File: src/rtl/rx_fifo_pkg.sv
// rtl/rx_fifo_pkg.sv - shared UART/ALU sizing defaults for the UART, FIFO and interface blocks
package rx_fifo_pkg;

   localparam int NB_DATA_DEF = 8;
   localparam int NB_ADDR_DEF = 4;

endpackage

File: src/rtl/rx_fifo.sv
// rtl/rx_fifo.sv - first-word-fall-through circular FIFO with sticky overflow/underflow flags
module rx_fifo
   import rx_fifo_pkg::*;
#(
   parameter int NB_DATA = NB_DATA_DEF,
   parameter int NB_ADDR = NB_ADDR_DEF
) (
   input  logic               clk,
   input  logic               i_rst_n,
   input  logic               i_wr,
   input  logic [NB_DATA-1:0] i_wr_data,
   input  logic               i_rd,
   output logic [NB_DATA-1:0] o_rd_data,
   output logic               o_empty,
   output logic               o_full,
   output logic [NB_ADDR:0]   o_count,
   output logic               o_overflow,
   output logic               o_underflow,
   input  logic               i_clr_err
);

   localparam int DEPTH = 2 ** NB_ADDR;
   localparam int CNT_W = NB_ADDR + 1;

   logic [NB_DATA-1:0] mem_q [DEPTH];
   logic [NB_ADDR-1:0] wr_ptr_q, wr_ptr_d;
   logic [NB_ADDR-1:0] rd_ptr_q, rd_ptr_d;
   logic [CNT_W-1:0]   count_q, count_d;
   logic               overflow_q, overflow_d;
   logic               underflow_q, underflow_d;
   logic               empty, full, do_wr, do_rd;

   assign empty = (count_q == CNT_W'(0));
   assign full  = (count_q == CNT_W'(DEPTH));

   always_comb begin
      do_rd       = i_rd && !empty;
      // A full queue still accepts a write when the same cycle frees a slot.
      do_wr       = i_wr && (!full || do_rd);
      wr_ptr_d    = wr_ptr_q;
      rd_ptr_d    = rd_ptr_q;
      count_d     = count_q;
      overflow_d  = overflow_q;
      underflow_d = underflow_q;

      if (do_wr) wr_ptr_d = wr_ptr_q + NB_ADDR'(1);
      if (do_rd) rd_ptr_d = rd_ptr_q + NB_ADDR'(1);

      case ({do_wr, do_rd})
         2'b10:   count_d = count_q + CNT_W'(1);
         2'b01:   count_d = count_q - CNT_W'(1);
         default: count_d = count_q;
      endcase

      if (i_clr_err) begin
         overflow_d  = 1'b0;
         underflow_d = 1'b0;
      end else begin
         if (i_wr && full && !i_rd) overflow_d  = 1'b1;
         if (i_rd && empty)         underflow_d = 1'b1;
      end
   end

   always_ff @(posedge clk or negedge i_rst_n) begin
      if (!i_rst_n) begin
         wr_ptr_q    <= '0;
         rd_ptr_q    <= '0;
         count_q     <= '0;
         overflow_q  <= 1'b0;
         underflow_q <= 1'b0;
      end else begin
         wr_ptr_q    <= wr_ptr_d;
         rd_ptr_q    <= rd_ptr_d;
         count_q     <= count_d;
         overflow_q  <= overflow_d;
         underflow_q <= underflow_d;
      end
   end

   // Storage is deliberately left unreset.
   always_ff @(posedge clk) begin
      if (do_wr) mem_q[wr_ptr_q] <= i_wr_data;
   end

   assign o_rd_data   = mem_q[rd_ptr_q];
   assign o_empty     = empty;
   assign o_full      = full;
   assign o_count     = count_q;
   assign o_overflow  = overflow_q;
   assign o_underflow = underflow_q;

endmodule

File: config.mk
export PLATFORM = sky130hd
export DESIGN_NAME = rx_fifo
export DESIGN_NICKNAME = d
export VERILOG_FILES = /design/src/rtl/rx_fifo_pkg.sv /design/src/rtl/rx_fifo.sv
export SDC_FILE = /design/constraint.sdc
export NUM_CORES = 1
export LEC_CHECK = 0
export BUFFER_PORTS_ARGS = -buffer_cell sky130_fd_sc_hd__buf_2
export CELL_PAD_IN_SITES_DETAIL_PLACEMENT = 0
export CELL_PAD_IN_SITES_GLOBAL_PLACEMENT = 1
export CORE_ASPECT_RATIO = 0.7
export CORE_MARGIN = 3
export CORE_UTILIZATION = 47
export DETAILED_ROUTE_END_ITERATION = 16
export PLACE_DENSITY = 0.75
export SLEW_MARGIN = 0
export SYNTH_ARGS = -nofsm -noshare
export SYNTH_HDL_FRONTEND = slang
export SYNTH_SLANG_ARGS = --single-unit
File: constraint.sdc
create_clock -name clk -period 5 [get_ports clk]
set_input_delay 0.25 -clock clk [delete_from_list [all_inputs] [get_ports clk]]
set_output_delay 0.25 -clock clk [all_outputs]
set_load 0.1 [all_outputs]
After elaboration in Yosys (flattened, before gate mapping)
Memories as Yosys holds them, arrays and structs flattened.
Index checks and enable logic that the tools add are counted.
{"block": "op_classes", "addsub": 4, "n_eq_ne": 3, "mux": 7, "n_reduce_logical": 13}
{"cell": "$pmux W5 S2", "count": 1}
{"cell": "$add A4 B1 Y4 const B", "count": 2}
{"cell": "$mux W1", "count": 6}
{"cell": "$reduce_bool A2 Y1", "count": 3}
{"cell": "$add A5 B1 Y5 const B", "count": 1}
{"cell": "$eq A5 B5 Y1 const B", "count": 1}
{"cell": "$logic_and A1 B1 Y1", "count": 5}
{"cell": "$logic_not A5 Y1", "count": 1}
{"cell": "$sub A5 B1 Y5 const B", "count": 1}
{"cell": "$logic_not A1 Y1", "count": 3}
{"cell": "$eq A2 B1 Y1 const B", "count": 1}
{"cell": "$eq A2 B2 Y1 const B", "count": 1}
{"cell": "$logic_or A1 B1 Y1", "count": 1}
{"block": "totals", "regBits": 15, "ram_bits": 128, "mem_count": 1}
{"name": "mem_q", "depth": 16, "width": 8, "rd": 1, "rd_clocked_by_memory_dff": 0, "wr": 1, "line": "rx_fifo.sv:25", "text": "logic [NB_DATA-1:0] mem_q [DEPTH];"}

Logic depth before layout (Yosys ltp)
{"block": "depth", "ltp_word": 7, "ltp_mapped": 11, "ltp_nobuf": 9}

Least setup slack after synthesis
OpenSTA, ideal clock, no wires.
{"block": "synth_timing", "kind": "reg2reg", "startpoint": "reg count_q[0] (netlist: o_count[0])", "endpoint": "reg count_q[4] (netlist: o_count[4])", "setup_time_ps": 90, "arrival_ps": 3318, "t_required_ps": 4910, "slack_ps": 1592, "stages_incl_launch_ff": 11, "cell_sequence": "dfrtp_1 or4_1 buf_6 nor2_8 nor2_1 xor2_1 ha_1 o31a_1 or3_1 o22a_1 o221ai_1"}
{"block": "synth_between", "elab_chain_cells": 7}
{"item": "start: declaration", "line": "rx_fifo.sv:28", "text": "logic [CNT_W-1:0] count_q, count_d;"}
{"item": "start signal: assignment", "line": "rx_fifo.sv:74", "text": "count_q <= count_d;"}
{"item": "$logic_not A5 Y1 (*)", "line": "rx_fifo.sv:33", "text": "assign empty = (count_q == CNT_W'(0));"}
{"item": "net o_empty", "line": "rx_fifo.sv:14", "text": "output logic o_empty,"}
{"item": "$logic_not A1 Y1 (*)", "line": "rx_fifo.sv:37", "text": "do_rd = i_rd && !empty;"}
{"item": "$logic_and A1 B1 Y1 (*)", "line": "rx_fifo.sv:37"}
{"item": "$logic_or A1 B1 Y1", "line": "rx_fifo.sv:39", "text": "do_wr = i_wr && (!full || do_rd);"}
{"item": "$logic_and A1 B1 Y1", "line": "rx_fifo.sv:39"}
{"item": "$eq A2 B1 Y1 / $eq A2 B2 Y1 (equally long branches)", "line": "rx_fifo.sv:49", "text": "case ({do_wr, do_rd})"}
{"item": "$pmux W5 S2 / $reduce_bool A2 Y1 (equally long branches)"}
The timed path passes the listed nets; every way through them passes the cells marked *.
A chain may end at the register's enable or synchronous reset.

Worst setup path in the final report
{"block": "layout_timing", "startpoint": "reg rd_ptr_q[0]", "endpoint": "out o_rd_data[0]"}
{"block": "layout_between", "elab_chain_cells": 1}
{"item": "start: declaration", "line": "rx_fifo.sv:27", "text": "logic [NB_ADDR-1:0] rd_ptr_q, rd_ptr_d;"}
{"item": "start signal: assignment", "line": "rx_fifo.sv:73", "text": "rd_ptr_q <= rd_ptr_d;"}
{"item": "$mem_v2 Z16 W8"}
{"item": "end: declaration", "line": "rx_fifo.sv:13", "text": "output logic [NB_DATA-1:0] o_rd_data,"}
Every way passes these cells.

==> metrics.log <==
[metrics] result of the run: complete, no violations
[metrics] Setup crit end kind: output port
[metrics] type of the setup path with the least slack: register to output port
[metrics] CORE AREA: 0.01202 sq mm
[metrics] post-detailed-route count of antenna-violating nets: 0
[metrics] switching share of total power: 0.3867
[metrics] clock network latency to the later pin of the worst-skew pair: 410 ps
[metrics] Max-cap violations: 0
[metrics] number of storage elements in the synthesis netlist: 143
[metrics] share of total power in sequential cells: 0.344
[metrics] unrepaired setup endpoints after global routing: no
[metrics] CTS H-Tree Depth: 4
[metrics] ant diodes: 0
[metrics] clock transition at the registers of the reported paths: 60 ps
[metrics] number of global-route vias before repair: 3,176
[metrics] cell area after technology mapping: 0.005939 sq mm
[metrics] leakage power figure: 0.002385 uW
[metrics] Critical R2R Launch: o_count[1]
[metrics] Final nets: 383
[metrics] Max Freq: 320.8 MHz
[metrics] min cycle time layout: 3117 ps
[metrics] via count: 3,063
[metrics] clock network power share: 0.297
[metrics] Non-Filler Instances: 532
[metrics] source of the worst hold timing path: i_wr_data[6]
[metrics] Final Slew Violations: 0
[metrics] First DRT Iteration DRCs: 271
[metrics] Avg Inst Size Synth: 18.22 sq um
[metrics] required time of the worst setup path: 4750 ps
[metrics] total negative slack: 0 ps
[metrics] number of top-level pins: 30
[metrics] post-synthesis share of cell area spent on and, or, nand and nor gates: 0.06151
[metrics] post-synth cell types: 41
[metrics] fraction of final layout cells with drive strength greater than 1: 0.2907
[metrics] floorplan die area: 0.01404 sq mm
[metrics] Crit. Startpoint: rd_ptr_q[0]
[metrics] Pwr per Cell Area: 692.8 mW/mm^2
[metrics] R2R Setup Slk: 1950 ps
[metrics] routability congestion estimate from global placement: 0.7826
[metrics] starting density of the core: 0.4943
[metrics] Fin Clk Skew: 7.409 ps
[metrics] Synth Instances: 326
[metrics] XOR/XNOR Fraction of Synth Area: 0.01327
[metrics] top cell type by total area after synthesis: edfxtp_1
[metrics] vias per cell: 5.758
[metrics] number of failing hold endpoints at the final stage: 0
[metrics] synth warn: 0
[metrics] number of placed cells counting well taps: 499
[metrics] pin count of the biggest net entering global routing: 36
[metrics] Post-DP HPWL: 7702 um
[metrics] overall fraction of global-route tracks in use: 0.1882
[metrics] number of clock buffers inserted by TritonCTS: 17
[metrics] Gate power share: 0.359
[metrics] die width: 140.4 um
[metrics] # rows: 33
[metrics] Slew @ Worst Pin: 1003 ps
[metrics] IR drop worst, VDD: 0.0003003 V
[metrics] share of the cycle needed by the critical path after routing: 0.6234
[metrics] vertical extent of the die: 100.1 um
[metrics] adder and majority gate portion of the synthesized area: 0.01475
[metrics] critical path peak fanout: 24
[metrics] wire length of the first global-routing pass: 18,960 um
[metrics] mux share of post-synthesis cell area: 0.1249
[metrics] kind of path behind the tightest hold check: input port to register
[metrics] Longest Clk Path Bufs: 2
[metrics] critical path launch point type: register
[metrics] Num Clock Sinks: 143
[metrics] dominant combinational cell family by area after synthesis: multiplexers
[metrics] fraction of synthesized cell area taken by the top area cell type: 0.6471
[metrics] post-synthesis net count: 346
[metrics] overall routed net length: 12,250 um
[metrics] max_slew headroom: 0.3286
[metrics] complex-gate fraction of the synthesized area: 0.05414
[metrics] drt pass-1 iters: 4
[metrics] Area growth syn-to-layout: 17.02%
[metrics] commonest cells after routing, fill and taps aside: edfxtp_1, mux4_2, buf_2
[metrics] Clk Tree Root Cell: clkbuf_16
[metrics] number of antenna violations at the first check in global routing: 0
[metrics] post-CTS setup-driven buffer insertion count: 0
[metrics] cell-internal power: 2953 uW
[metrics] final setup violation count: 0
[metrics] leftover overflow at the end of global routing: 0
[metrics] most common library cell in the layout ignoring fill and taps: edfxtp_1
[metrics] remaining design rule violation count: 0
[metrics] switching component of the power: 1862 uW
[metrics] routed wirelength normalized by instance count: 23.03 um
[metrics] share of synthesized area occupied by flip-flops and latches: 0.7103
[metrics] arrival time reported for the critical path endpoint: 2870 ps
[metrics] input/output buffers: 29
[metrics] cell types occupying the most area after synthesis: edfxtp_1, mux4_2, dfrtp_1, a22oi_1, ha_1
[metrics] TritonCTS clock tree: yes
synth_stat cells:
cell type,n
a211oi_1,3
a21oi_1,7
a221oi_1,2
a22oi_1,16
and2_1,10
and3_1,1
buf_1,2
buf_2,10
buf_6,1
clkbuf_1,6
dfrtp_1,15
edfxtp_1,128
ha_1,7
inv_1,9
mux2_2,1
mux2i_1,1
mux4_2,32
nand2_1,10
nand2b_1,2
nand3_1,2
nand4_2,1
nor2_1,14
nor2_8,1
nor2b_1,7
nor3_1,1
nor3b_2,2
nor4_1,4
nor4_2,1
o211ai_1,2
o21a_4,1
o21ai_0,5
o21ai_4,2
o221ai_1,1
o22a_1,1
o22ai_1,2
o31a_1,1
or2_2,1
or3_1,3
or4_1,2
xnor2_1,4
xor2_1,5
worst paths after layout:
path / endpoint / cells after the start
setup / recovery: o_rd_data[0] / 5
hold / removal: mem_q[6][6] / 1
setup reg to reg: o_count[4] / 9
hold reg to reg: o_overflow / 2
max in group asynchronous: rd_ptr_q[0] / 2
min in group asynchronous: o_underflow / 2
stage by stage:
step           worst slack [ps]  utilization  total power, uW  hold slack, ps  instance area (sq um)
2_1_floorplan              1592            -             3053          -45.59                   5939
3_3_place_gp               2019       0.5211             3395           189.2                   6261
3_5_place_dp               1954       0.5211             3423           178.2                   6261
4_1_cts                    1790       0.5785             4864           191.6                   6950
5_1_grt                    1628       0.5785             5028           208.0                   6950
6_report                   1883       0.5785             4815           213.8                   6950
power by group through the flow:
stage               registers [uW]  clock network [uW]  logic, uW
global route                  1690                1510       1830
CTS                           1660                1460       1750
finish                        1660                1430       1730
detailed placement            1680                   0       1740
global placement              1670                   0       1730
floorplan                     1700                   0       1360
cells by family after synthesis:
logic type / count (synthesis)
flip-flops: 143
AND/OR/NAND/NOR: 62
AO/OA/AOI/OAI: 43
multiplexers: 34
buffers and inverters: 28
XOR/XNOR: 9
adder cells (fa/ha/maj): 7
layout make-up:
| type | count | area, sq um |
|---|---|---|
| inverters | 9 | 33.78 |
| fillers | 907 | 5065 |
| repair buffers | 37 | 210.2 |
| clock inverters | 14 | 244.0 |
| well taps | 157 | 196.4 |
| flip-flops and latches | 143 | 4220 |
| multi-input cells | 155 | 1620 |
| clock buffers | 17 | 425.4 |
flip-flops by register name, indices dropped and copies added (netlist names):
register and cells:
mem_q 128, o_count 5, rd_ptr_q 4, wr_ptr_q 4
o_overflow 1, o_underflow 1
critical path, stage by stage, from the launching register on:
cell and delay, ps:
dfrtp_2 870, buf_4 390, mux4_2 540, a22oi_1 240, nand2_1 100, buf_2 300
metal layers:
layer / track usage / wire [um]
met5: 0 / 0
met4: 0.06776 / 57
met3: 0.05524 / 930
met2: 0.2761 / 5826
met1: 0.2718 / 5438
what timing repair did:
item / 4_1_cts / 5_1_grt
hold buffers: 2 / 0
gates resized for setup: 0 / 0
endpoints found under the hold margin: 17 / 0
Note: power is estimated with default switching activity, not from simulation.
